<file path="config.mk">
export PLATFORM = sky130hd
export DESIGN_NAME = mult_arbiter
export DESIGN_NICKNAME = d
export VERILOG_FILES = /design/src/rtl/mult_pkg.sv /design/src/rtl/mult_arbiter_mult.sv /design/src/rtl/mult_arbiter.sv
export SDC_FILE = /design/constraint.sdc
export NUM_CORES = 1
export LEC_CHECK = 0
export ABC_AREA = 1
export CORE_ASPECT_RATIO = 0.8
export CORE_MARGIN = 1
export CORE_UTILIZATION = 56
export CTS_BUF_LIST = sky130_fd_sc_hd__clkbuf_8
export CTS_CLUSTER_DIAMETER = 80
export DETAILED_ROUTE_END_ITERATION = 6
export MAX_ROUTING_LAYER = met4
export PLACE_DENSITY = 0.8
export SLEW_MARGIN = 15
export SYNTH_ARGS = -nofsm -noshare
export SYNTH_HDL_FRONTEND = slang
export SYNTH_SLANG_ARGS = --single-unit
</file>
<file path="constraint.sdc">
create_clock -name clk -period 4.9 [get_ports clk]
set_input_delay 0.98 -clock clk [delete_from_list [all_inputs] [get_ports clk]]
set_output_delay 0.98 -clock clk [all_outputs]
set_load 0.005 [all_outputs]
</file>
<file path="src/rtl/mult_pkg.sv">
// Shared definitions for the multiplier arbiter and its multiplier.
//   state_t     : arbiter FSM states (STAGE exists only in pipelined builds)
//   ARCH_*      : multiplier architecture select encodings
package mult_pkg;

  typedef enum logic [1:0] {
    IDLE  = 2'd0,
    LOAD  = 2'd1,
    STAGE = 2'd2,
    DONE  = 2'd3
  } state_t;

  localparam int ARCH_BEHAV     = 0;  // single '*' operator
  localparam int ARCH_SHIFT_ADD = 1;  // loop-accumulated partial products
  localparam int ARCH_ARRAY     = 2;  // explicit adder chain of partial products

endpackage

</file>
<file path="src/rtl/mult_arbiter_mult.sv">
// Combinational unsigned multiplier shared by the arbiter.
// Parameters:
//   parallelism : operand width in bits
//   ARCH_TYPE   : implementation style (ARCH_BEHAV / ARCH_SHIFT_ADD / ARCH_ARRAY)
// Ports:
//   a, b : parallelism-bit unsigned operands
//   p    : 2*parallelism-bit full-width product
module mult_arbiter_mult
  import mult_pkg::*;
#(
  parameter int parallelism = 8,
  parameter int ARCH_TYPE   = ARCH_ARRAY
) (
  input  logic [parallelism-1:0]   a,
  input  logic [parallelism-1:0]   b,
  output logic [2*parallelism-1:0] p
);

  logic [2*parallelism-1:0] ax;
  logic [2*parallelism-1:0] bx;

  assign ax = {{parallelism{1'b0}}, a};
  assign bx = {{parallelism{1'b0}}, b};

  generate
    if (ARCH_TYPE == ARCH_BEHAV) begin : g_behav
      assign p = ax * bx;
    end else if (ARCH_TYPE == ARCH_SHIFT_ADD) begin : g_shift_add
      logic [2*parallelism-1:0] acc;
      always_comb begin
        acc = '0;
        for (int i = 0; i < parallelism; i++) begin
          if (b[i]) acc = acc + (ax << i);
        end
        p = acc;
      end
    end else begin : g_array
      // row[i] holds the sum of the first i partial products
      logic [2*parallelism-1:0] row [parallelism+1];
      assign row[0] = '0;
      for (genvar i = 0; i < parallelism; i++) begin : g_row
        assign row[i+1] = row[i] + (b[i] ? (ax << i) : '0);
      end
      assign p = row[parallelism];
    end
  endgenerate

endmodule

</file>
<file path="src/rtl/mult_arbiter.sv">
// Two-requester round-robin arbiter in front of one shared multiplier.
// A requester's operand pair is accepted in IDLE, multiplied in LOAD and
// presented in DONE until the consumer takes it.
// Build option: define MULT_ARBITER_PIPE_EN to insert a STAGE state that
// registers the raw multiplier output before out_product (one extra cycle).
// Ports:
//   clk, rst_n               : clock, asynchronous active-low reset
//   reqN_valid / reqN_ready  : operand handshake for requester N (0/1)
//   reqN_a, reqN_b           : unsigned operands of requester N
//   out_valid / out_ready    : result handshake
//   out_product, out_id      : full-width product and originating requester
//   busy                     : high whenever the FSM is not in IDLE
module mult_arbiter
  import mult_pkg::*;
#(
  parameter int parallelism = 8,
  parameter int ARCH_TYPE   = 2
) (
  input  logic                     clk,
  input  logic                     rst_n,
  input  logic                     req0_valid,
  input  logic                     req1_valid,
  output logic                     req0_ready,
  output logic                     req1_ready,
  input  logic [parallelism-1:0]   req0_a,
  input  logic [parallelism-1:0]   req0_b,
  input  logic [parallelism-1:0]   req1_a,
  input  logic [parallelism-1:0]   req1_b,
  output logic                     out_valid,
  input  logic                     out_ready,
  output logic [2*parallelism-1:0] out_product,
  output logic                     out_id,
  output logic                     busy
);

  state_t                   state_q;
  state_t                   state_d;
  logic                     last_q;   // 1: requester 1 was granted last
  logic                     grant1;
  logic                     accept;
  logic [parallelism-1:0]   a_p0;
  logic [parallelism-1:0]   b_p0;
  logic                     id_p0;
  logic [2*parallelism-1:0] prod;
`ifdef MULT_ARBITER_PIPE_EN
  logic [2*parallelism-1:0] prod_p1;
`endif

  // Requester 1 wins when it is alone or when requester 0 had the last grant.
  assign grant1 = req1_valid && (!req0_valid || !last_q);
  assign busy   = (state_q != IDLE);

  always_comb begin
    state_d    = state_q;
    req0_ready = 1'b0;
    req1_ready = 1'b0;
    out_valid  = 1'b0;
    accept     = 1'b0;
    case (state_q)
      IDLE: begin
        // rst_n gating keeps ready low while reset is held
        if (rst_n && (req0_valid || req1_valid)) begin
          accept     = 1'b1;
          req0_ready = !grant1;
          req1_ready = grant1;
          state_d    = LOAD;
        end
      end
`ifdef MULT_ARBITER_PIPE_EN
      LOAD:    state_d = STAGE;
      STAGE:   state_d = DONE;
`else
      LOAD:    state_d = DONE;
`endif
      DONE: begin
        out_valid = 1'b1;
        if (out_ready) state_d = IDLE;
      end
      default: state_d = IDLE;
    endcase
  end

  always_ff @(posedge clk or negedge rst_n) begin
    if (!rst_n) state_q <= IDLE;
    else        state_q <= state_d;
  end

  always_ff @(posedge clk or negedge rst_n) begin
    if (!rst_n) begin
      last_q      <= 1'b1;
      out_product <= '0;
      out_id      <= 1'b0;
    end else begin
      if (accept) last_q <= grant1;
`ifdef MULT_ARBITER_PIPE_EN
      if (state_q == STAGE) begin
        out_product <= prod_p1;
        out_id      <= id_p0;
      end
`else
      if (state_q == LOAD) begin
        out_product <= prod;
        out_id      <= id_p0;
      end
`endif
    end
  end

  // Stage p0: operand capture on accept
  always_ff @(posedge clk) begin
    if (accept) begin
      a_p0  <= grant1 ? req1_a : req0_a;
      b_p0  <= grant1 ? req1_b : req0_b;
      id_p0 <= grant1;
    end
  end

  mult_arbiter_mult #(
    .parallelism (parallelism),
    .ARCH_TYPE   (ARCH_TYPE)
  ) u_mult (
    .a (a_p0),
    .b (b_p0),
    .p (prod)
  );

`ifdef MULT_ARBITER_PIPE_EN
  // Stage p1: raw multiplier output registered during LOAD
  always_ff @(posedge clk) begin
    if (state_q == LOAD) prod_p1 <= prod;
  end
`endif

endmodule

</file>
== Yosys cells after proc, flatten, opt, wreduce, memory -nomap -nowiden ==
Cells that the tools add are included.

* $add $sub $neg: 7
* Eq/ne operators: 4
* Mux-type cells: 20
* Reduce and logical (&&, ||, !) cells: 10

{| class="wikitable"
|+ Operators with widths
! kind !! number
|-
| 16-bit adder || 6
|-
| 8-bit 2-to-1 mux || 3
|-
| 16-bit by 15-bit adder with 16-bit output || 1
|-
| 15-bit 2-to-1 mux || 1
|-
| 14-bit 2-to-1 mux || 1
|-
| 13-bit 2-to-1 mux || 1
|-
| 12-bit 2-to-1 mux || 1
|-
| 11-bit 2-to-1 mux || 1
|-
| 10-bit 2-to-1 mux || 1
|-
| 9-bit 2-to-1 mux || 1
|-
| 1-bit 2-to-1 mux || 7
|-
| 2-bit case mux with 3 select lines || 1
|-
| 2-bit 2-to-1 mux || 2
|-
| 2-bit inequality test, second input constant || 2
|-
| 1-bit zero test || 3
|-
| 2-bit by 1-bit == test with 1-bit output, second input constant || 1
|-
| 2-bit == test, second input constant || 1
|-
| 1-bit logical AND || 2
|-
| 2-bit zero test || 1
|-
| 1-bit logical OR || 2
|-
| 2-bit AND reduction || 1
|-
| 2-bit nonzero test || 1
|}

* Flip-flop bits (word level): 37
* Input port bits: 37
* Output and inout port bits: 21
* Logic and storage cells: 48

== Longest topological paths before layout ==
Gate-level depths: netlist of run 1.

* Depth in word-level cells: 8
* Mapped depth: 21
* Mapped depth without buffers: 20

== Hierarchy ==
Synthesis of run 1 repeated with hierarchy kept, for this count alone.

* Cells, all modules: 501
* Area total of the unflattened synthesis: 3771.1 um^2

{| class="wikitable"
|+ Modules (own cells, without submodules)
! module !! instances !! cells an instance !! area each (um^2) !! sequential area each (um^2)
|-
| mult_arbiter_mult || 1 || 333 || 2199.6 || 0.0
|-
| mult_arbiter || 1 || 168 || 1571.5 || 1012.2
|}

== Least setup slack after synthesis of run 1 ==
Ideal clock, no wire load.

* Kind: register to register
* From: register b_p0[3]
* To: register out_product[12]
* Setup time: 117 ps
* Data arrival time: 3775 ps
* Required time: 4783 ps
* Slack: 1007 ps
* Cell stages (with the launch flop): 19
* Path buffers: 1
* Clock period less this slack: 3893 ps
* Cell sequence: edfxtp_1 > clkbuf_1 > nand2_1 > inv_1 > fa_1 > inv_1 > fa_1 > inv_1 > fa_1 > inv_1 > fa_1 > inv_1 > ha_1 > a21oi_2 > nor2_1 > nor2_1 > nand3b_1 > nand3_1 > nand2_1

* Word-level cells in the longest chain between the ends: 6

{| class="wikitable"
|+ Ends and longest elaborated chain
! what !! RTL line !! text
|-
| from (decl) || mult_arbiter.sv:42 || <nowiki>logic [parallelism-1:0] b_p0;</nowiki>
|-
| from (signal assigned) || mult_arbiter.sv:113 || <nowiki>b_p0 <= grant1 ? req1_b : req0_b;</nowiki>
|-
| 11-bit 2-to-1 mux || mult_arbiter_mult.sv:42 || <nowiki>assign row[i+1] = row[i] + (b[i] ? (ax << i) : '0);</nowiki>
|-
| 16-bit adder (4 in series) || mult_arbiter_mult.sv:42 ||
|-
| 16-bit by 15-bit adder with 16-bit output || mult_arbiter_mult.sv:42 ||
|-
| to (signal assigned) || mult_arbiter.sv:102 || <nowiki>out_product <= prod;</nowiki>
|-
| to (decl) || mult_arbiter.sv:31 || <nowiki>output logic [2*parallelism-1:0] out_product,</nowiki>
|}

No other way between the ends.
A chain may end at the register's enable or synchronous reset.

== Final worst setup path of run 1 ==
Same ends and word-level chain as after synthesis.

==> results of run 1 <==
[through the flow]
| step | total power, mW | area, sq um | worst slack (ns) | cells | hold slack [ns] |
|---|---|---|---|---|---|
| 6_report | 2.666 | 4330 | 0.8450 | 602 | 0.4742 |
| 5_1_grt | 3.002 | 4330 | 0.5586 | 602 | 0.4984 |
| 4_1_cts | 2.695 | 4330 | 0.8235 | 602 | 0.4769 |
| 3_5_place_dp | 2.461 | 4240 | 0.8109 | 594 | 0.4575 |
| 3_3_place_gp | 2.436 | 4240 | 0.8894 | 594 | 0.4534 |
| 2_1_floorplan | 1.956 | 3654 | 1.007 | 475 | 0.4254 |
[worst paths after layout]
path / from / end
min in group asynchronous: rst_n / out_product[3]
hold / removal: out_product[5] / out_product[5]
setup reg to reg: b_p0[3] / out_product[12]
setup / recovery: b_p0[3] / out_product[12]
hold reg to reg: out_product[5] / out_product[5]
max in group asynchronous: rst_n / last_q
[cell usage after synthesis]
cell type | instances | area (sq um)
o21ai_0 | 4 | 20.02
o21ai_1 | 1 | 5.000
nand3b_1 | 2 | 15.01
buf_6 | 1 | 11.26
nand3_1 | 16 | 80.08
o21a_1 | 1 | 7.510
nor2_1 | 16 | 60.06
nor2_4 | 1 | 11.26
inv_1 | 100 | 375.4
buf_4 | 2 | 15.01
buf_2 | 2 | 10.01
clkbuf_1 | 15 | 56.30
nand2_2 | 1 | 6.260
nand4_1 | 2 | 12.51
xor2_1 | 2 | 17.52
dfstp_2 | 1 | 26.28
a31oi_1 | 2 | 12.51
a21oi_1 | 2 | 10.01
inv_2 | 2 | 7.510
nor2_2 | 1 | 6.260
or2_2 | 1 | 6.260
nand2_1 | 192 | 720.7
xnor2_1 | 1 | 8.760
ha_1 | 31 | 387.9
dfrtp_1 | 19 | 475.5
fa_1 | 38 | 760.7
edfxtp_1 | 17 | 510.5
a21oi_2 | 2 | 17.52
[kinds of logic (layout without fill, tap and decap cells)]
kind of cell / Yosys count / in the layout / share of synthesized area [%]
AO/OA/AOI/OAI: 12 / 12 / 1.986
AND/OR/NAND/NOR: 232 / 232 / 25.14
adder cells (fa/ha/maj): 69 / 69 / 31.44
flip-flops: 37 / 37 / 27.71
buffers and inverters: 122 / 168 / 13.01
XOR/XNOR: 3 / 3 / 0.7193
[cells in the final DEF (no fill, tap or decap)]
cell / instances
nand2_1: 192
inv_1: 100
clkdlybuf4s50_1: 57
fa_1: 38
ha_1: 31
dfrtp_1: 19
edfxtp_1: 17
nor2_1: 16
nand3_1: 16
clkbuf_8: 5
o21ai_0: 4
inv_2: 2
xor2_1: 2
a21oi_2: 2
a21oi_1: 2
nand4_1: 2
nand3b_1: 2
a31oi_1: 2
nand2_2: 1
o21a_1: 1
nor2_4: 1
or2_2: 1
xnor2_1: 1
nor2_2: 1
o21ai_1: 1
clkinv_2: 1
clkinvlp_4: 1
inv_6: 1
dfstp_2: 1
buf_4: 1
[routing by layer]
layer | routed length [um] | global-route usage [%]
met5 | 0 | -
met4 | 97 | 4.861
met3 | 428 | 3.885
met2 | 3440 | 38.60
met1 | 3379 | 32.25
[report_power, final]
part           total [mW]  switching, mW  internal [mW]
clock network       0.220          0.119          0.101
registers           0.534         0.0876          0.446
logic                1.91           1.11          0.802
total                2.67           1.32           1.35
[flip-flops by register name, indices dropped and copies added (netlist names)]
| register | flops |
|---|---|
| out_id | 1 |
| last_q | 1 |
| a_p0 | 8 |
| out_product | 16 |
| id_p0 | 1 |
| b_p0 | 8 |
| state_q | 2 |
[layout make-up]
type                       count  area, sq um
multi-input combinational    316         2166
clock inverter                 3        21.27
sequential                    37         1012
fill                         524         1769
clock buffer                   5        68.82
inverter                     102        382.9
tap                           81        101.3
timing repair buffer          58        578.1
[critical path, cell delays in order, from the launching register on]
cell      delay [ns]
edfxtp_1        0.51
nand2_1         0.10
inv_1           0.06
fa_1            0.53
inv_1           0.05
fa_1            0.52
inv_1           0.05
fa_1            0.52
inv_1           0.05
fa_1            0.53
inv_1           0.04
ha_1            0.34
a21oi_2         0.22
nor2_1          0.06
nor2_1          0.12
nand3b_1        0.09
nand3_1         0.09
nand2_1         0.05
==> results.md, run 1 <==
* GRT Total Usage at 23.87%
* DR vias at 2935
* P&R area growth vs syn at 18.53%
* Root buffer cell: clkbuf_8
* Synth Instances at 475
* Syn_nets at 581
* Sequential area share after synthesis at 27.71%
* Final hold viol count at 0
* Vias in the first global route at 2763
* DRT Wirelength at 7347 um
* Final min period at 4.055 ns
* Std cell rows at 25
* Sinks on Clock Net at 37
* Synthesized area per cell at 7.692 sq um
* Setup crit end kind: flip-flop
* Post-cts resize count at 0
* Critical path required time at 5.09 ns
* # IOs at 58
* Die area at 0.006853 sq mm
* Setup tns final at 0 ns
* Worst Path Class, Setup: reg -> reg
* Drt pass-1 iters at 4
* Clock Latency Late Sink at 0.29 ns
* Post-Syn Area at 0.003654 sq mm
* Tightest Pin Transition at 0.5917 ns
* Final Core Density at 70.99%
* Starting Density at 59.90%
* First-pass GRT wire length at 12360 um
* Layout cells sized above 1 at 3.455%
* Outcome: finished clean
* YS warnings at 0
* Pwr Density at 615.8 mW/mm^2
* Final setup fails at 0
* Critical Path AT at 4.24 ns
* Cts bufs inserted at 5
* Slew headroom at 60.51%
* TritonCTS clock tree: yes
* Worst-path fanout max at 8
* Critical Path Start Type: flip-flop
* WL/cell at 12.20 um
* Maximum vdd ir drop at 0.3931 mV
* Hold Crit Class: reg -> reg
* FMAX at 246.6 MHz
* Max-slew violation count at 0
* Worst Reg2Reg Path Length in Cells at 17
* Residual DRC at 0
* IO Port Bufs at 57
* Initial antenna violation count at 0
* ANT nets after route at 0
* Die X at 92.31 um
* Placer Congestion at 0.8988
* Clock Skew at 0.003627 ns
* Clk slew on worst S/H paths at 0.08 ns
* Largest net degree at the start of global routing at 22
* Max_cap viols at 0
* Die H at 74.25 um
* Placeable core region at 0.006100 sq mm
* Layout Nets at 626
* Hold depth at 2
* Remaining Overflow, GRT at 0
* Cell variety after synth at 28
* RSZ-0062 raised after global routing: no
* Hold buffer count at cts at 0
* Reg2Reg Setup Slack at 0.85 ns
* Period utilization at 82.76%
* # H-tree levels at 2
* Starting DRC count in detailed routing at 158
* Leakage power at 2.528 nW
* Vias per std cell at 4.875
* Diode count at 0
* DP HPWL at 6170 um
* Post-CTS Setup Bufs at 0
* Yosys reg bits at 37
* Max Root-Sink Buffers at 2
Note: power is estimated with default switching activity, not from simulation.
==> run 2: changes to the inputs <==
Settings changed: CORE_UTILIZATION 56 to 51, PLACE_DENSITY 0.8 to 0.77.
Clock period 4.9 ns to 3.5 ns, I/O delays scaled along.
==> results.md, run 2 (same netlist as run 1, synthesis figures left out) <==
* Clk slew on worst S/H paths at 0.08 ns
* Die X at 96.63 um
* Max reg flops at 16
* CP Cell Sequence: buf_6 > nand2_2 > inv_2 > fa_1 > fa_1 > fa_1 > inv_2 > fa_1 > inv_2 > ha_4 > nand2_1 > nor2_2 > nand3_2 > nand4_1 > nand3_2 > nand2_1
* Std cell rows at 27
* Starting DRC count in detailed routing at 110
* Failing checks: setup timing
* IO Port Bufs at 57
* DR vias at 3243
* Layout cells sized above 1 at 21.75%
* Maximum vdd ir drop at 0.6000 mV
* RSZ-0062 raised after global routing: yes
* Clk pwr share at 5.8%
* Critical path required time at 3.74 ns
* Sinks on Clock Net at 37
* Setup crit end kind: flip-flop
* Cell mode on critical path: fa_1
* Starting Density at 53.01%
* TritonCTS clock tree: yes
* Critical Path AT at 4.10 ns
* Outcome: finished, violations left
* Cts bufs inserted at 5
* DP HPWL at 6811 um
* Max-slew violation count at 0
* DRT Wirelength at 9018 um
* # IOs at 58
* Switch share at 47.42%
* Most common cell after layout, fill and taps aside: nand2_1
* Critical Path Start Type: flip-flop
* Placer Congestion at 0.9206
* Drt pass-1 iters at 4
* Final hold viol count at 0
* Tot Pwr at 5.446 mW
* Root buffer cell: clkbuf_8
* Placeable core region at 0.006892 sq mm
* Worst Path Class, Setup: reg -> reg
* Clock Latency Late Sink at 0.30 ns
* First-pass GRT wire length at 14870 um
* Vias per std cell at 4.936
* Most frequent cells in the layout: 175 x nand2_1, 86 x inv_1, 57 x clkdlybuf4s50_1
* Area post-placement at 0.004516 sq mm
* Die area at 0.007509 sq mm
* Final min period at 3.864 ns
* Critical path's slowest cell: fa_1
* ANT nets after route at 0
* Combinational share of power at 80.8%
* Max Root-Sink Buffers at 2
* Largest registers: out_product: 16 flops, a_p0: 8 flops, b_p0: 8 flops
* Initial antenna violation count at 0
* Die H at 77.71 um
* CP max stage delay at 0.53 ns
* Clock Skew at 0.008336 ns
* Period utilization at 110.4%
* Sequential share of power at 13.4%
* FMAX at 258.8 MHz
* Leakage power at 2.803 nW
* P&R area growth vs syn at 36.40%
* Int Pwr at 2.864 mW
* GRT Total Usage at 25.80%
* Vias in the first global route at 3325
* Final setup fails at 10
* Final worst slack at -0.3637 ns
* Remaining Overflow, GRT at 0
* Diode count at 0
* Residual DRC at 0
* Worst-path fanout max at 4
* Pwr Density at 1093 mW/mm^2
* Hold Crit Class: reg -> reg
* Fin area at 0.004984 sq mm
* # H-tree levels at 2
* Max_cap viols at 0
* Slew headroom at 59.86%
* Largest net degree at the start of global routing at 21
* WL/cell at 13.73 um
* Switching pwr at 2.582 mW
* Tightest Pin Transition at 0.6015 ns
* Layout Nets at 675
* Reg with most FFs: out_product
[run 2: cell count changes in the layout (fill, tap and decap cells not counted), moves of 9 or more]
cell / previous run / this run
buf_6: 0 / 11
nand2_2: 1 / 15
nand3_1: 16 / 7
inv_1: 100 / 86
buf_4: 1 / 39
inv_2: 2 / 16
nand2_1: 192 / 175
[run 2: timing repair]
| item | CTS | global route |
|---|---|---|
| buffers inserted | 14 | 9 |
| endpoints found under the hold margin | 0 | 0 |
| setup endpoints to repair | 9 | 10 |
| hold buffers | 0 | 0 |
| resized for setup | 38 | 31 |
| pin swaps | 34 | 35 |
[run 2: area by class of cell]
cell class	count	area, sq um
Timing Repair Buffer	107	987.2
Clock inverter	2	7.507
Inverter	102	389.1
Tap cell	87	108.9
Clock buffer	6	82.58
Fill cell	512	1908
Sequential cell	37	1012
Multi-Input combinational cell	316	2396
[run 2: stage by stage]
stage	instances	hold WS [ns]	utilization, %	TNS, ns	setup slack (ns)
floorplan	475	0.4044	-	-0.3743	-0.1079
global placement	627	0.4526	65.52	-2.083	-0.3795
detailed placement	627	0.4584	65.52	-2.586	-0.4045
CTS	648	0.4769	70.24	-2.116	-0.3520
global route	657	0.5001	72.31	-3.804	-0.4976
finish	657	0.4751	72.31	-2.608	-0.3637
[run 2: worst max-delay path: cells and delay by family, from the launching register on]
kind	cells	cell delay, ns
fa+ha+maj	5	2.35
simple gates	7	0.71
flops	1	0.46
buf+inv	4	0.29
[run 2: worst paths after layout]
| check | startpoint | endpoint | slack [ns] | cells after the start |
|---|---|---|---|---|
| worst max-delay path | b_p0[5] | out_product[15] | -0.36 | 16 |
| worst min-delay path | out_product[5] | out_product[5] | 0.48 | 2 |
| worst max register to register | b_p0[5] | out_product[15] | -0.36 | 16 |
| worst min register to register | out_product[5] | out_product[5] | 0.48 | 2 |
| max in group asynchronous | rst_n | last_q | 2.33 | 2 |
| min in group asynchronous | rst_n | out_product[10] | 0.89 | 2 |
[run 2: power groups by stage]
stage | clock (mW) | combinational, mW | sequential [mW]
2_1_floorplan | 0 | 2.43 | 0.703
3_3_place_gp | 0 | 3.38 | 0.743
3_5_place_dp | 0 | 3.46 | 0.746
4_1_cts | 0.316 | 3.96 | 0.729
5_1_grt | 0.339 | 4.83 | 0.747
6_report | 0.313 | 4.40 | 0.731
[run 2: per-layer routing]
metal	wire length [um]	vias up	track usage (%)
li1	-	1586	-
met1	3972	1533	32.68
met2	4341	109	43.66
met3	564	15	3.874
met4	141	0	6.866
met5	0	-	-
